## src/rtl/block_check_scheduler_pkg.sv

```systemverilog
// Shared types and constants for the begin/end checker scheduler.
// State encoding is fixed so that the values stay stable for debug probes.
package block_check_scheduler_pkg;

  localparam logic [1:0] ST_IDLE = 2'd0;
  localparam logic [1:0] ST_LOAD = 2'd1;
  localparam logic [1:0] ST_PLAY = 2'd2;
  localparam logic [1:0] ST_CAPT = 2'd3;

  typedef enum logic [1:0] {
    IDLE = ST_IDLE,
    LOAD = ST_LOAD,
    PLAY = ST_PLAY,
    CAPT = ST_CAPT
  } state_t;

  localparam logic [7:0] SPACE_CHAR = 8'h20;

  // Round-robin pick between two requesters; on a tie the one not served last wins.
  function automatic logic rr_pick(input logic [1:0] valid, input logic last_grant);
    if (&valid) return ~last_grant;
    return valid[1];
  endfunction

endpackage

```

## src/rtl/block_check_scheduler_sentence_buffer.sv

```systemverilog
// Sentence storage with write-length and replay-pointer counters.
// Write is synchronous at len; read is combinational at rd.
module sentence_buffer #(
  parameter int DEPTH = 64,
  parameter int AW    = $clog2(DEPTH)
) (
  input  logic       clk,
  input  logic       reset,
  input  logic       len_clr,
  input  logic       wr_en,
  input  logic [7:0] wr_data,
  input  logic       rd_clr,
  input  logic       rd_inc,
  output logic [7:0] rd_data,
  output logic       last_rd,
  output logic       wr_last_slot
);

  localparam logic [AW:0] LAST_SLOT = (AW + 1)'(DEPTH - 1);

  logic [7:0]  mem [DEPTH];
  logic [AW:0] len;
  logic [AW-1:0] rd;

  always_ff @(posedge clk) begin
    if (wr_en) mem[len[AW-1:0]] <= wr_data;
  end

  always_ff @(posedge clk) begin
    if (reset) begin
      len <= '0;
    end else if (len_clr) begin
      len <= '0;
    end else if (wr_en) begin
      len <= len + 1'b1;
    end
  end

  always_ff @(posedge clk) begin
    if (reset) begin
      rd <= '0;
    end else if (rd_clr) begin
      rd <= '0;
    end else if (rd_inc) begin
      rd <= rd + 1'b1;
    end
  end

  assign rd_data      = mem[rd];
  assign last_rd      = ({1'b0, rd} == (len - 1'b1));
  assign wr_last_slot = (len == LAST_SLOT);

endmodule

```

## src/rtl/block_check_scheduler.sv

```systemverilog
// Time-shares one begin/end checker between two sentence requesters:
// buffer a whole sentence, replay it gap-free into a freshly reset checker, return the result.
//
// state | meaning
// IDLE  | arbitrate between requesters, checker held in reset
// LOAD  | accept owner's characters into the buffer
// PLAY  | replay buffer into checker, one character per cycle
// CAPT  | latch checker result and overflow flag for the owner
module block_check_scheduler
  import block_check_scheduler_pkg::*;
#(
  parameter int DEPTH = 64,
  parameter int AW    = $clog2(DEPTH)
) (
  input  logic       clk,
  input  logic       reset,
  input  logic [1:0] req_valid,
  input  logic [7:0] req_char0,
  input  logic [7:0] req_char1,
  input  logic [1:0] req_last,
  output logic [1:0] req_ready,
  output logic       chk_reset,
  output logic [7:0] chk_in,
  input  logic       chk_result,
  output logic [1:0] done,
  output logic [1:0] res,
  output logic [1:0] err,
  output logic       busy
);

  state_t     state, state_nxt;
  logic       owner;
  logic       last_grant;
  logic       ovf;

  logic       grant_fire;
  logic       grant_sel;
  logic       set_ovf;
  logic       capture;
  logic       len_clr;
  logic       rd_clr;
  logic       rd_inc;
  logic       wr_en;
  logic [7:0] wr_data;
  logic [7:0] rd_data;
  logic       last_rd;
  logic       wr_last_slot;
  logic       own_valid;
  logic       own_last;

  assign own_valid = req_valid[owner];
  assign own_last  = req_last[owner];
  assign wr_data   = owner ? req_char1 : req_char0;
  assign grant_sel = rr_pick(req_valid, last_grant);

  sentence_buffer #(
    .DEPTH (DEPTH),
    .AW    (AW)
  ) u_buf (
    .clk          (clk),
    .reset        (reset),
    .len_clr      (len_clr),
    .wr_en        (wr_en),
    .wr_data      (wr_data),
    .rd_clr       (rd_clr),
    .rd_inc       (rd_inc),
    .rd_data      (rd_data),
    .last_rd      (last_rd),
    .wr_last_slot (wr_last_slot)
  );

  always_comb begin
    state_nxt  = state;
    req_ready  = 2'b00;
    chk_reset  = 1'b1;
    chk_in     = SPACE_CHAR;
    grant_fire = 1'b0;
    set_ovf    = 1'b0;
    capture    = 1'b0;
    len_clr    = 1'b0;
    rd_clr     = 1'b0;
    rd_inc     = 1'b0;
    wr_en      = 1'b0;
    case (state)
      IDLE: begin
        rd_clr = 1'b1;
        if (|req_valid) begin
          grant_fire = 1'b1;
          len_clr    = 1'b1;
          state_nxt  = LOAD;
        end
      end
      LOAD: begin
        req_ready = owner ? 2'b10 : 2'b01;
        if (own_valid) begin
          wr_en = 1'b1;
          // A full buffer closes the sentence even without last.
          if (own_last || wr_last_slot) state_nxt = PLAY;
          if (!own_last && wr_last_slot) set_ovf = 1'b1;
        end
      end
      PLAY: begin
        chk_reset = 1'b0;
        chk_in    = rd_data;
        rd_inc    = 1'b1;
        if (last_rd) state_nxt = CAPT;
      end
      CAPT: begin
        capture   = 1'b1;
        state_nxt = IDLE;
      end
      default: state_nxt = IDLE;
    endcase
  end

  always_ff @(posedge clk) begin
    if (reset) begin
      state      <= IDLE;
      owner      <= 1'b0;
      last_grant <= 1'b1;
      ovf        <= 1'b0;
      done       <= 2'b00;
      res        <= 2'b00;
      err        <= 2'b00;
    end else begin
      state <= state_nxt;
      done  <= 2'b00;
      if (grant_fire) owner <= grant_sel;
      if (set_ovf) ovf <= 1'b1;
      if (capture) begin
        res[owner]  <= chk_result;
        err[owner]  <= ovf;
        done[owner] <= 1'b1;
        ovf         <= 1'b0;
        last_grant  <= owner;
      end
    end
  end

  assign busy = (state != IDLE);

endmodule

```

## config.mk

```make
export PLATFORM = sky130hd
export DESIGN_NAME = block_check_scheduler
export DESIGN_NICKNAME = d
export VERILOG_FILES = /design/src/rtl/block_check_scheduler_pkg.sv /design/src/rtl/block_check_scheduler_sentence_buffer.sv /design/src/rtl/block_check_scheduler.sv
export SDC_FILE = /design/constraint.sdc
export NUM_CORES = 1
export LEC_CHECK = 0
export ABC_CLOCK_PERIOD_IN_PS = 6950
export BUFFER_PORTS_ARGS = -buffer_cell sky130_fd_sc_hd__buf_2
export CAP_MARGIN = 20
export CORE_MARGIN = 5
export CORE_UTILIZATION = 65
export DETAILED_ROUTE_END_ITERATION = 10
export PLACE_DENSITY_LB_ADDON = 0.05
export SYNTH_ARGS = -nofsm -noshare
export SYNTH_HDL_FRONTEND = slang
export SYNTH_SLANG_ARGS = --single-unit
```

## constraint.sdc

```tcl
create_clock -name clk -period 6.95 [get_ports clk]
set_input_delay 1.0425 -clock clk [delete_from_list [all_inputs] [get_ports clk]]
set_output_delay 1.0425 -clock clk [all_outputs]
set_load 0.01 [all_outputs]
```

=== After elaboration in Yosys (flattened, before gate mapping) ===
Memories as Yosys holds them, arrays and structs flattened. A register that Yosys moved wholly into a read port is not among the register bits.
Cells that the tools add are included.
Widths: inputs -> output; s select.

* Add/sub/neg operators: 3
* Magnitude comparators: 2
* Equal/unequal tests: 9
* Mux-type cells: 35
* Bitwise operators: 2
* Reduce and logical (&&, ||, !) cells: 13

{| class="wikitable"
|+ Operators with widths
! kind !! number
|-
| $mux 1 || 21
|-
| $mux 8 || 2
|-
| $mux 2 || 6
|-
| $mux 6 || 2
|-
| $reduce_or 2->1 || 5
|-
| $ne 2x2->1 const B || 4
|-
| $pmux 2 s4 || 1
|-
| $add 7x1->7 const B || 1
|-
| $eq 6x7->1 || 1
|-
| $eq 7x6->1 const B || 1
|-
| $sub 7x1->7 const B || 1
|-
| $add 6x1->6 const B || 1
|-
| $bwmux 2 || 2
|-
| $eq 2x2->1 const B || 2
|-
| $reduce_and 4->1 || 1
|-
| $eq 2x1->1 const B || 1
|-
| $logic_and 1x1->1 || 2
|-
| $logic_not 2->1 || 1
|-
| $lt 1x2->1 const B || 1
|-
| $not 1->1 || 2
|-
| $reduce_and 2->1 || 1
|-
| $reduce_bool 2->1 || 1
|-
| $demux 1 s1 || 1
|-
| $ge 1x1->1 const B || 1
|-
| other kinds (2) || 2
|}

* Flip-flop bits (word level): 24
* RAM bits: 512
* Output and inout port bits: 18
* Logic and storage cells: 74
* Memories: 1

{| class="wikitable"
|+ Memories
! name !! depth !! bits a word !! read ports !! clocked after Yosys merged registers in !! write ports !! line !! text
|-
| u_buf.mem || 64 || 8 || 1 || 1 || 1 || block_check_scheduler_sentence_buffer.sv:21 || <nowiki>logic [7:0] mem [DEPTH];</nowiki>
|}

=== Logic depth before layout (Yosys ltp) ===
Gate-level depths: netlist of run 1.

* Depth in word-level cells: 7
* Gate-level depth with buffers: 8
* Depth with buffers taken out: 7

=== Cells and area by module ===
Synthesis of run 1 repeated with hierarchy kept, for this count alone.

* Cells, all modules: 1116
* Area total of the unflattened synthesis: 21609.5 um2

{| class="wikitable"
|+ Modules (own cells, without submodules)
! module !! instances !! cells an instance !! area each (um2)
|-
| sentence_buffer || 1 || 1036 || 20881.3
|-
| block_check_scheduler || 1 || 80 || 728.2
|}

=== Worst setup path after synthesis of run 1 ===
OpenSTA, ideal clock, no wires.

* Path type: flip-flop to output port
* Start: register (tool-made name)
* End: output chk_in[0]
* Data arrival time: 2096 ps
* Required time: 5907 ps
* Path slack: 3811 ps
* Cell stages (with the launch flop): 8
* Path buffers: 3
* Cells stage by stage: dfxtp_1 buf_6 buf_2 buf_1 mux4_2 mux4_2 a22oi_1 o21ai_1

{| class="wikitable"
|+ RTL lines
! item !! line !! text
|-
| end, declared || block_check_scheduler.sv:23 || <nowiki>output logic [7:0] chk_in,</nowiki>
|}

==> impl_metrics.toml, run 1 <==
[finish]
fin_util_pct = 72.7
layout.nets = 1115
drive_above_1_share_pct = 26.2
area_growth_pct = 10.9

[power]
vdd_drop_max_uv = 235
total_leakage_power_uw = 0.00720
fin_total_pwr_uw = 6920
powerDensity_mw_per_mm2 = 293

[worst_hold_path]
holdPathStages = 2
hold_path.class = "flop to flop"

[worst_setup_path]
worstPathRequired_ps = 5910
cp_max_fo = 45
path_common_cell = "mux4_2"
path_delay_family = "multiplexers"
crit_chain = "buf_12, mux4_2, mux4_2, a2111oi_0, a31oi_1, buf_2"
end_kind = "primary output"
cp_slowest_cell = "dfxtp_4"
arrival_ps = 3790
cp_num_cells = 6
path_buf_inv = 2
critPathMaxStageDelay_ps = 940
critPathLaunchType = "flop"
worstRegToRegCells = 5
path_class = "flop to primary output"

[clocking]
cts_tree = "done"
clock_latency_ps = 560
cts_root_buffer = "clkbuf_16"
cts_max_level = 2
cts_sinks = 542
ctsLongestPathBuffers = 3
hold_buffers = 0
clk_pin_slew_ps = 60
cts-resized-gates = 0
cts_made_buffers = 52
post_cts_buffers = 0

[floorplanning]
io_pins = 41
die-width_um = 191
rows = 66
die_y_um = 191
start_util_pct = 65.6
die-area_mm2 = 0.0365
coreArea_mm2 = 0.0325

[sta]
finalCriticalPeriod_ps = 4830
worst_hold_slack_ps = 467
fin_worst_skew_ps = 12.0
tightest_slew_ps = 1060
maxSlewViolCount = 0
relSlewSlack_pct = 29.1
fin_setup_tns_ps = 0
hold_viol = 0
rsz0062_at_grt = "false"
timing.fmax_mhz = 207
fin_crit_sh_pct = 69.5
setup_violations = 0

[flow_run]
cap_viol_max_count = 0

[placed_design]
globalplace.congestion = 0.794
dp_hpwl_mm = 27.2
portBuffers = 40

[global_route]
grt_pass1_vias = 10459
grt_max_degree = 65
antenna_found_initial = 2
grt_pass1_wl_mm = 68.2
gr-total-overflow = 0
track_usage_pct = 25.8

[synthesis]
netlist_area_mm2 = 0.0213
avgSynthCellArea_um2 = 20.6
synth-edff-count = 512
synthDistinctLibCells = 45
synth_top_cell_by_area = "edfxtp_1"
synth_nets = 1061
synth_top_area_share_pct = 72.3
yosys-top-cells-area = "edfxtp_1, mux4_2, dfxtp_1"
yosysWarnings = 0
synth_cells = 1031
synth_common_cells = "edfxtp_1, mux4_2, nor2_1"
synth_seq_cells = 542
ys.flop_type = "edfxtp_1"
yosysSeqAreaShare_pct = 75.1
synthArstFlopShare_pct = 0
yosysMostFrequentCell = "edfxtp_1"

[drt]
vias = 10385
post-route-drc-count = 0
vias_per_cell = 6.61
drtPass1Iterations = 6
wl_per_cell_um = 29.1
final_antenna_net_count = 0
drt_wl_total_mm = 45.7
drt-initial-drc-count = 1253

[run_status]
status = "finished clean"
routing by layer:
metal,wire (um),vias up,track usage (%)
li1,-,4364,-
met4,1080,4,6.57
met5,68,-,1.24
met2,22200,501,40.6
met3,3900,70,5.55
met1,18400,5446,38.2
path summary, 6_finish.rpt:
| path | startpoint | to | slack (ps) |
|---|---|---|---|
| max | flop | chk_in[5] | 2120 |
| min | res[1] | res[1] | 470 |
| max reg2reg | owner | u_buf.mem[58][1] | 3380 |
| min reg2reg | res[1] | res[1] | 470 |
cell usage in the layout, fill, tap and decap left out, types with 9 or more instances in the layout:
cell       Yosys  final
mux4_2       149    149
buf_2         13     40
a21oi_1       22     22
edfxtp_1     512    512
mux2_2         9      9
clkbuf_16      0     53
clkbuf_1      30     11
buf_4          5     15
nand2_1       21     21
nor2_1        90     90
clkinv_1       0     16
nand3_1        9      9
dfxtp_1       30     27
mux2i_1       18     18
o221ai_1      10     10
worst min-delay path: cells and delay by family, from the launching register on:
kind / cells / cell delay, ps
compound gates: 1 / 50
simple gates: 1 / 60
flops: 1 / 310
cell families after synthesis:
logic type	count (synthesis)	share of synthesized area (%)
buf+inv	66	1.40
compound gates	66	2.03
xor+xnor	13	0.535
mux	176	17.1
simple gates	161	3.45
flops	542	75.1
fa+ha+maj	7	0.412
power by group:
part / switching (uW) / internal [uW] / leakage (uW)
logic: 308 / 171 / 0.00155
clock network: 1160 / 1580 / 0.000807
registers: 27.7 / 3670 / 0.00485
per-stage QoR:
| stage | cell area [um2] | cells | worst slack [ps] |
|---|---|---|---|
| after global placement | 21900 | 1472 | 2660 |
| after detailed placement | 21900 | 1472 | 2650 |
| after floorplan | 21300 | 1031 | 3810 |
| after CTS | 23600 | 1569 | 2020 |
| final | 23600 | 1571 | 2120 |
| after global routing | 23600 | 1570 | 1760 |
final cells by class:
cell class              instances  area (um2)
well taps                     442         553
inverters                       9        33.8
diodes                          1        2.50
fillers                      1893        8860
flip-flops and latches        542       16000
repair buffers                 57         353
multi-input cells             423        5000
clock buffers                  64        1370
clock inverters                33         290
registers in the layout, summed over array words and instances, names as in the netlist, named ones only:
name and flops:
ovf 1, state 2, u_buf.rd 6, err 2, u_buf.mem 512, u_buf.len 7
owner 1, done 2, last_grant 1, res 2
(Power assumes the default switching activity.)
==> inputs of run 2 (changes only) <==
--- a/config.mk
+++ b/config.mk
@@ -5,11 +5,12 @@
 export SDC_FILE = /design/constraint.sdc
 export NUM_CORES = 1
 export LEC_CHECK = 0
-export ABC_CLOCK_PERIOD_IN_PS = 6950
+export ABC_AREA = 1
+export ABC_CLOCK_PERIOD_IN_PS = 4000
 export BUFFER_PORTS_ARGS = -buffer_cell sky130_fd_sc_hd__buf_2
 export CAP_MARGIN = 20
 export CORE_MARGIN = 5
-export CORE_UTILIZATION = 65
+export CORE_UTILIZATION = 56
 export DETAILED_ROUTE_END_ITERATION = 10
 export PLACE_DENSITY_LB_ADDON = 0.05
 export SYNTH_ARGS = -nofsm -noshare
==> constraint.sdc (replaced) <==
create_clock -name clk -period 4 [get_ports clk]
set_input_delay 0.6 -clock clk [delete_from_list [all_inputs] [get_ports clk]]
set_output_delay 0.6 -clock clk [all_outputs]
set_load 0.01 [all_outputs]
==> run 2 against run 1 <==
  * Synthesized area up 6.4%
  * Via count up 45%
  * Largest power group unchanged
  * Cell count rose by 68%
  * Wire length rose by 25%
  * Largest cell class unchanged
  * Register-to-register slack got worse by 2400 ps
  * First-iteration DRC count rose by 13%
  * Hold slack got worse by 260 ps
  * Clock skew up 6.2 ps
  * Combinational power rose to 3.7 times the previous value
  * Critical path type unchanged
  * Cell area grew 5.9%
  * Synthesized cell count up 97%
  * Critical path depth rose by 4
==> impl_metrics.toml, run 2 <==
[drt]
drtPass1Iterations = 6
vias_per_cell = 5.74
drt_wl_total_mm = 57.0
drt-initial-drc-count = 1413
final_antenna_net_count = 0
wl_per_cell_um = 21.6
post-route-drc-count = 0
vias = 15104

[sta]
setup_violations = 0
timing.fmax_mhz = 274
fin_worst_skew_ps = 18.2
tightest_slew_ps = 1100
finalCriticalPeriod_ps = 3650
fin_setup_tns_ps = 0
hold_viol = 0
rsz0062_at_grt = "false"
worst_slack_ps = 351
maxSlewViolCount = 0
relSlewSlack_pct = 26.2
fin_crit_sh_pct = 91.2

[finish]
layout.nets = 2097
antennaDiodeCount = 0
final_area_mm2 = 0.0250
largest_register_ffs = 512
area_growth_pct = 10.3
layout_common_cells = "nand2_1, edfxtp_1, nand3_1"
drive_above_1_share_pct = 9.25
final_common_cell = "nand2_1"

[global_route]
grt.busiest_layer = "met2"
track_usage_pct = 25.5
grt_use_met2_pct = 40.6
grt_use_met3_pct = 4.02
grt_pass1_vias = 14683
gr-total-overflow = 0
antenna_found_initial = 0
grtUsageMet1_pct = 36.3
grt_pass1_wl_mm = 86.6
grt_max_degree = 133

[worst_setup_path]
crit_chain = "inv_4, buf_4, nand3_1, nand3_1, nand2_1, nand2_1, nand3_1, o211ai_1, nand3_1, buf_2"
cp_slowest_cell = "inv_4"
end_kind = "primary output"
cp_max_fo = 61
worstPathRequired_ps = 3400
arrival_ps = 3050
critPathLaunchType = "flop"
path_common_cell = "nand3_1"
critPathMaxStageDelay_ps = 560
path_class = "flop to primary output"

[floorplanning]
die-width_um = 211
start_util_pct = 56.8
die_y_um = 211
die-area_mm2 = 0.0445
rows = 73
coreArea_mm2 = 0.0398
io_pins = 41

[power]
vdd_drop_max_uv = 404
pwr-share-seq_pct = 49.7
internal-power_uw = 9720
powerDensity_mw_per_mm2 = 528
clkPwrFrac_pct = 36.9
switching_share_pct = 26.2
fin_total_pwr_uw = 13200
total_leakage_power_uw = 0.00907
pwr-share-comb_pct = 13.3
power.switching_uw = 3460

[clocking]
cts_sinks = 542
cts_root_buffer = "clkbuf_16"
cts_made_buffers = 55
clock_latency_ps = 600
ctsLongestPathBuffers = 3
clk_pin_slew_ps = 60
hold_buffers = 0
cts_tree = "done"
cts_max_level = 2
cts-resized-gates = 0
post_cts_buffers = 0

[placed_design]
post_dp_cell_area_mm2 = 0.0233
portBuffers = 40
dp_hpwl_mm = 32.6
place_worst_setup_slack_ps = 950
globalplace.congestion = 0.860

[synthesis]
synth-edff-count = 512
synth_top_area_share_pct = 67.9
synth_seq_cells = 542
synth_nets = 2061
avgSynthCellArea_um2 = 11.1
yosysWarnings = 0
yosysSeqAreaShare_pct = 70.6
netlist_area_mm2 = 0.0226
ys.flop_type = "edfxtp_1"
yosysMostFrequentCell = "nand2_1"
synth_top_cell_by_area = "edfxtp_1"
synthDistinctLibCells = 31
synth_common_cells = "nand2_1, edfxtp_1, nand3_1"
synth_cells = 2031
synthArstFlopShare_pct = 0
yosys-top-cells-area = "edfxtp_1, nand2_1, nand3_1"

[worst_hold_path]
hold_path.class = "input port to flop"

[run_status]
status = "finished clean"

[flow_run]
cap_viol_max_count = 0
[run 2: cell count changes in the layout (fill, tap and decap cells not counted), moves of 6 or more]
| cell | change |
|---|---|
| mux2i_1 | -17 |
| nand3_1 | +443 |
| mux4_2 | -149 |
| nor2b_1 | -6 |
| nand2_1 | +688 |
| inv_1 | +29 |
| buf_4 | +34 |
| nand2_2 | +8 |
| clkbuf_16 | +6 |
| mux2_2 | -9 |
| xor2_1 | -8 |
| o21ai_1 | -6 |
| o221ai_1 | -10 |
[run 2: path summary, 6_finish.rpt]
path,startpoint,to,slack (ps),cells after the start
max,flop,chk_in[5],350,10
max reg2reg,owner,u_buf.mem[37][4],970,6
min reg2reg,last_grant,last_grant,490,2
min,reset,done[1],200,2
[run 2: area by class of cell]
cell class / count / area, um2
fill: 3200 / 14800
timing repair buffer: 95 / 688
multi-input combinational: 1329 / 5770
sequential: 542 / 16000
tap: 525 / 657
clock buffer: 74 / 1560
clock inverter: 24 / 141
inverter: 44 / 173
[run 2: per-stage QoR]
step	util, %	cells	hold WS (ps)
final	62.7	2633	205
after floorplan	-	2031	450
after global routing	62.7	2633	210
after detailed placement	58.4	2535	481
after CTS	62.7	2633	174
after global placement	58.4	2535	467
[run 2: metal layers]
layer / wire, um / share of wire (%)
met5: 0 / 0
met4: 1890 / 3.3
met3: 4130 / 7.2
met2: 26900 / 47
met1: 24000 / 42
[run 2: cells by family (layout without fill, tap and decap cells)]
family	Yosys count	after routing	share of synthesized area, %
AO/OA/AOI/OAI	39	39	0.901
buffers and inverters	160	237	4.04
flip-flops	542	542	70.6
AND/OR/NAND/NOR	1281	1281	24.0
multiplexers	1	1	0.0442
adder cells (fa/ha/maj)	7	7	0.387
XOR/XNOR	1	1	0.0387
[run 2: critical path: cells and delay by family (launching register included)]
family	cells	cell delay, ps
buffers and inverters	3	1140
DFF	1	360
and+or+nand+nor	6	710
AOI/OAI and AO/OA	1	210
[run 2: power by group through the flow]
stage | Sequential, uW | Clock [uW] | Combinational, uW
after floorplan | 6670 | 0 | 1220
after global placement | 6670 | 0 | 1740
final | 6550 | 4860 | 1760
after CTS | 6550 | 4930 | 1760
after detailed placement | 6670 | 0 | 1760
after global routing | 6560 | 5180 | 1950
